<file path="config.mk">
export PLATFORM = sky130hd
export DESIGN_NAME = dmi_stub_target
export DESIGN_NICKNAME = d
export VERILOG_FILES = /design/src/rtl/dmi_stub_target.sv
export SDC_FILE = /design/constraint.sdc
export NUM_CORES = 1
export LEC_CHECK = 0
export CAP_MARGIN = 40
export CORE_MARGIN = 4
export CORE_UTILIZATION = 30
export DETAILED_ROUTE_END_ITERATION = 8
export GPL_TIMING_DRIVEN = 0
export PLACE_DENSITY_LB_ADDON = 0.12
export SYNTH_ARGS = -nofsm -noshare
export SYNTH_HDL_FRONTEND = slang
export SYNTH_SLANG_ARGS = --single-unit
</file>
<file path="constraint.sdc">
create_clock -name clk -period 2.3 [get_ports clk]
set_input_delay 0.23 -clock clk [delete_from_list [all_inputs] [get_ports clk]]
set_output_delay 0.23 -clock clk [all_outputs]
set_load 0.01 [all_outputs]
</file>
<file path="src/rtl/dmi_stub_target.sv">
// Minimal DMI target: small register file behind a valid/ready request channel,
// fixed response latency, one outstanding request at a time.
module dmi_stub_target #(
  parameter int unsigned LATENCY = 2
) (
  input  logic        clk,
  input  logic        reset,
  input  logic        debug_req_valid,
  output logic        debug_req_ready,
  input  logic [6:0]  debug_req_bits_addr,
  input  logic [1:0]  debug_req_bits_op,
  input  logic [31:0] debug_req_bits_data,
  output logic        debug_resp_valid,
  input  logic        debug_resp_ready,
  output logic [1:0]  debug_resp_bits_resp,
  output logic [31:0] debug_resp_bits_data
);

  typedef enum logic [1:0] {
    IDLE = 2'd0,
    WAIT = 2'd1,
    RESP = 2'd2
  } state_e;

  localparam logic [7:0]  LAT        = 8'(LATENCY);
  localparam logic [1:0]  OP_NOP     = 2'd0;
  localparam logic [1:0]  OP_READ    = 2'd1;
  localparam logic [1:0]  OP_WRITE   = 2'd2;
  localparam logic [1:0]  RESP_OK    = 2'd0;
  localparam logic [1:0]  RESP_FAIL  = 2'd2;
  localparam logic [31:0] STATUS_VAL = 32'h0000_0002;

  state_e      state_q, state_d;
  logic [7:0]  countdown_q, countdown_d;
  logic        req_ready_q, req_ready_d;
  logic        resp_valid_q, resp_valid_d;
  logic [1:0]  resp_q, resp_d;
  logic [31:0] rdata_q, rdata_d;
  logic [31:0] data_q [4];
  logic [31:0] data_d [4];
  logic [31:0] scratch_q, scratch_d;
  logic [31:0] reqcount_q, reqcount_d;

  logic        req_fire;
  logic        resp_fire;
  logic [31:0] rd_val;

  assign req_fire  = debug_req_valid & req_ready_q;
  assign resp_fire = resp_valid_q & debug_resp_ready;

  assign debug_req_ready      = req_ready_q;
  assign debug_resp_valid     = resp_valid_q;
  assign debug_resp_bits_resp = resp_q;
  assign debug_resp_bits_data = rdata_q;

  // Register read mux; reqcount yields its value before this request's increment.
  always_comb begin
    rd_val = 32'h0000_0000;
    case (debug_req_bits_addr)
      7'h04:   rd_val = data_q[0];
      7'h05:   rd_val = data_q[1];
      7'h06:   rd_val = data_q[2];
      7'h07:   rd_val = data_q[3];
      7'h10:   rd_val = scratch_q;
      7'h11:   rd_val = STATUS_VAL;
      7'h38:   rd_val = reqcount_q;
      default: rd_val = 32'h0000_0000;
    endcase
  end

  // Next-state logic for the handshake FSM, register file and response holding regs.
  always_comb begin
    state_d      = state_q;
    countdown_d  = countdown_q;
    req_ready_d  = req_ready_q;
    resp_valid_d = resp_valid_q;
    resp_d       = resp_q;
    rdata_d      = rdata_q;
    for (int i = 0; i < 4; i++) begin
      data_d[i] = data_q[i];
    end
    scratch_d    = scratch_q;
    reqcount_d   = reqcount_q;

    case (state_q)
      IDLE: begin
        if (req_fire) begin
          req_ready_d = 1'b0;
          if (debug_req_bits_op != OP_NOP) begin
            reqcount_d = reqcount_q + 32'd1;
          end else begin
            reqcount_d = reqcount_q;
          end
          case (debug_req_bits_op)
            OP_READ: begin
              resp_d  = RESP_OK;
              rdata_d = rd_val;
            end
            OP_WRITE: begin
              resp_d  = RESP_OK;
              rdata_d = 32'h0000_0000;
              case (debug_req_bits_addr)
                7'h04:   data_d[0] = debug_req_bits_data;
                7'h05:   data_d[1] = debug_req_bits_data;
                7'h06:   data_d[2] = debug_req_bits_data;
                7'h07:   data_d[3] = debug_req_bits_data;
                7'h10:   scratch_d = debug_req_bits_data;
                default: scratch_d = scratch_q;
              endcase
            end
            OP_NOP: begin
              resp_d  = RESP_OK;
              rdata_d = 32'h0000_0000;
            end
            default: begin
              resp_d  = RESP_FAIL;
              rdata_d = 32'h0000_0000;
            end
          endcase
          if (LAT == 8'd0) begin
            state_d      = RESP;
            resp_valid_d = 1'b1;
            countdown_d  = 8'd0;
          end else begin
            state_d      = WAIT;
            countdown_d  = LAT;
          end
        end else begin
          req_ready_d = 1'b1;
        end
      end
      WAIT: begin
        if (countdown_q <= 8'd1) begin
          state_d      = RESP;
          resp_valid_d = 1'b1;
          countdown_d  = 8'd0;
        end else begin
          countdown_d  = countdown_q - 8'd1;
        end
      end
      RESP: begin
        // Ready returns only after the response handshake edge.
        if (resp_fire) begin
          state_d      = IDLE;
          resp_valid_d = 1'b0;
          req_ready_d  = 1'b1;
        end else begin
          resp_valid_d = 1'b1;
        end
      end
      default: begin
        state_d      = IDLE;
        req_ready_d  = 1'b0;
        resp_valid_d = 1'b0;
        countdown_d  = 8'd0;
      end
    endcase
  end

  // State and output registers with synchronous reset.
  always_ff @(posedge clk) begin
    if (reset) begin
      state_q      <= IDLE;
      countdown_q  <= 8'd0;
      req_ready_q  <= 1'b0;
      resp_valid_q <= 1'b0;
      resp_q       <= 2'd0;
      rdata_q      <= 32'h0000_0000;
      for (int i = 0; i < 4; i++) begin
        data_q[i] <= 32'h0000_0000;
      end
      scratch_q    <= 32'h0000_0000;
      reqcount_q   <= 32'h0000_0000;
    end else begin
      state_q      <= state_d;
      countdown_q  <= countdown_d;
      req_ready_q  <= req_ready_d;
      resp_valid_q <= resp_valid_d;
      resp_q       <= resp_d;
      rdata_q      <= rdata_d;
      for (int i = 0; i < 4; i++) begin
        data_q[i] <= data_d[i];
      end
      scratch_q    <= scratch_d;
      reqcount_q   <= reqcount_d;
    end
  end

endmodule

</file>
==> run_results.csv <==
group,metric,value,unit
grt,grt_max_degree,14,
grt,grt_pass1_vias,8705,
floorplan,fp.dieH,192.7,µm
status,outcome,"finished clean",
timing,fin_crit_sh,96.18,%
timing,setup_viol,0,
pwr,ir_drop,0.4836,mV
floorplan,num_rows,67,
pwr,power-per-cell-area,766.5,nW/µm²
floorplan,dieArea,37140,µm²
grt,grt_usage,18.34,%
setup_path,cpPeakStageDelay,630,ps
run,cap_violations,0,
timing,skew,16.10,ps
cells_and_area,final_common_cell,"nand2_1",
setup_path,endpoint_kind,"flip-flop",
setup_path,worstPathRequired,2720,ps
setup_path,reg2reg_slack,110,ps
setup_path,crit_top_cell,"clkbuf_1",
grt,grt_overflow,0,
pwr,clock_power_share,46.9,%
pwr,comb_power_share,9.8,%
logic_synthesis,yosys_warnings,0,
clock_tree,clkTransAtPathRegs,60,ps
min_path,min_path_type,"primary input to flip-flop",
cells_and_area,layout_common_cells,"nand2_1 (373), dfxtp_1 (237), a21oi_1 (141)",
timing,report.final.slew_viol_count,0,
cells_and_area,diodes,0,
logic_synthesis,avgSynthCellArea,8.509,µm²
logic_synthesis,synth-seq-area-share,46.35,%
setup_path,rr_startpoint,"state_q[1]",
floorplan,fp.dieW,192.7,µm
clock_tree,h-tree-depth,1,
pwr,seq_power_share,43.3,%
route,wire_per_inst,19.13,µm
setup_path,startpoint,"debug_req_bits_addr[1]",
timing,finalCriticalPeriod,2212,ps
route,via_per_inst,4.967,
logic_synthesis,synth_fp_nets,1254,
pwr,switching_power,2.435,mW
place,dp_hpwl,24450,µm
pwr,internal-power,7.345,mW
cells_and_area,layout-drive-gt1-share,13.23,%
cells_and_area,syn_to_final_growth,24.64,%
route,drtAntennaViolNets,0,
setup_path,start_kind,"primary input",
setup_path,critPathTopFamily,"buffers and inverters",
grt,grt_pass1_wl,52490,µm
floorplan,boundaryPins,81,
timing,timing.fmax,452.0,MHz
setup_path,cp-endpoint,"debug_resp_bits_data[31]",
setup_path,worst-path-stages,6,
clock_tree,cts_max_path_buffers,3,
floorplan,core-area,33620,µm²
timing,slew_headroom,46.07,%
clock_tree,worstSkewPairLatency,550,ps
pwr,switching_share,24.90,%
cells_and_area,fill_cells,3441,
logic_synthesis,synth_area_leaders,"dfxtp_1 (46%), nand2_1 (14%), a21oi_1 (6.9%), mux4_2 (6.8%), a22o_1 (2.7%)",
grt,antenna_found_initial,0,
cells_and_area,nets,1375,
logic_synthesis,synth_top_area_share,46.35,%
timing,worst_pin_slew,809.0,ps
floorplan,start_util,30.45,%
clock_tree,cts_root_buffer,"clkbuf_16",
logic_synthesis,synth.cell_area,10240,µm²
setup_path,worstRegToRegCells,8,
setup_path,critical_path_class,"primary input to flip-flop",
setup_path,crit_slowest_cell,"clkbuf_1",
setup_path,crit_arrival,2630,ps
timing,rsz0062_at_grt,"true",
route,vias,8905,
logic_synthesis,synthCells,1203,
logic_synthesis,synth.distinct_cells,54,
route,firstDrtPassIters,5,
setup_path,crit_path_cell_trace,"clkdlybuf4s50_1, clkbuf_1, clkbuf_1, mux4_2, a22oi_1, o21ai_1",
route,drt-initial-drc-count,462,
timing,hold_slack,371.8,ps
place,port_buffers,78,
setup_path,critPathBufInv,3,
setup_path,crit_fanout,10,
clock_tree,cts_buffers,27,
timing,tns,0,ps
pwr,p_leak,4.127,nW
logic_synthesis,ys_ff_latch,237,
setup_path,r2r_end,"reqcount_q[30]",
timing,timing.final.hold_violations,0,
route,drcViolationCount,0,
clock_tree,cts_tree,"done",
route,drt_wl_total,34300,µm
logic_synthesis,synth_top_area_cell,"dfxtp_1",
place,gp_congestion,0.8239,
clock_tree,cts_sinks,237,
-- cell usage after synthesis (all sizes together) --
cell and n:
nand2 373, dfxtp 237, a21oi 171, clkbuf 69
nor2 48, o21ai 40, a22o 32, a22oi 31
mux4 31, buf 21, xor2 17, nand3 16
xnor2 15, nand4 14, and3 10, inv 10
nor3 7, nor4 7, and2 6, ha 6
or3 6, a211oi 4, and4 4, o2111ai 3
nand3b 2, nor2b 2, nor4b 2, o41ai 2
or4 2, or4b 2, a21boi 1, a21o 1
a222oi 1, a31oi 1, and4b 1, conb 1
mux2i 1, nand2b 1, nor3b 1, o2111a 1
o22ai 1, o31ai 1, o41a 1
-- tightest hold or removal path, stage by stage --
cell             delay [ps]
clkdlybuf4s50_1         490
nand2_1                  90
a21oi_1                  50
-- power groups by stage --
stage               Sequential, mW  Combinational (mW)  Clock [mW]
floorplan                     4.32               0.565           0
global placement              4.33               0.916           0
detailed placement            4.33               0.923           0
CTS                           4.24               0.958        4.71
global route                  4.25                1.06        4.86
finish                        4.24               0.958        4.58
-- logic make-up after synthesis --
group,count (synthesis),synth area share (%)
simple gates,504,21.26
compound gates,291,17.81
flops,237,46.35
buf+inv,100,4.156
xor+xnor,32,2.738
mux,32,6.918
fa+ha+maj,6,0.7334
other cells,1,0.03664
-- through the flow --
| stage | util (%) | total power [mW] | worst slack (ps) | area, µm² | cells |
|---|---|---|---|---|---|
| floorplan | - | 4.884 | 162.9 | 10240 | 1203 |
| global placement | 34.44 | 5.243 | -778.4 | 11580 | 1729 |
| detailed placement | 34.58 | 5.250 | -597.8 | 11620 | 1734 |
| CTS | 37.77 | 9.902 | 18.99 | 12700 | 1789 |
| global route | 37.95 | 10.17 | -10.08 | 12760 | 1793 |
| finish | 37.95 | 9.780 | 87.85 | 12760 | 1793 |
-- final cells by class --
class / count / area [µm²] / share of cell area [%]
repair buffers: 94 / 922.1 / 7.228
flip-flops and latches: 237 / 4745 / 37.19
well taps: 448 / 560.5 / 4.393
clock buffers: 41 / 828.3 / 6.492
plain buffers: 88 / 432.9 / 3.393
multi-input cells: 866 / 5109 / 40.04
inverters: 10 / 37.54 / 0.2942
clock inverters: 9 / 123.9 / 0.9709
-- registers in the layout, summed over array words and instances (netlist names) --
signal	cells
countdown_q	8
data_q	128
debug_req_ready	1
debug_resp_bits_data	32
debug_resp_bits_resp	1
debug_resp_valid	1
reqcount_q	32
scratch_q	32
state_q	2
-- repair_timing --
| item | CTS | global route |
|---|---|---|
| cloned | 0 | 0 |
| hold buffers | 0 | 0 |
| setup buffers | 6 | 5 |
| endpoints found under the setup margin | 166 | 78 |
| gates resized for setup | 26 | 22 |
| pin swaps | 3 | 2 |
-- worst min-delay path by stage --
stage	end	cells after the start	startpoint
after floorplan	data_q[0][0]	2	debug_req_bits_data[0]
after global placement	data_q[1][31]	2	data_q[1][31]
after detailed placement	debug_resp_bits_data[11]	2	debug_resp_bits_data[11]
after CTS	data_q[1][20]	3	debug_req_bits_data[20]
after global routing	data_q[1][20]	3	debug_req_bits_data[20]
final	data_q[0][20]	3	debug_req_bits_data[20]
-- per-layer routing --
layer  vias up  wire, µm  part of all wire, %  global-route usage, %
met1      4268     16380                   48                  25.74
met2       196     15780                   46                  30.13
met3        46      1486                  4.3                  2.623
met4         0       650                  1.9                  3.785
li1       4395         -                    -                      -
met5         -         0                    0                      0
No activity file was read; power rests on OpenSTA's default activity.
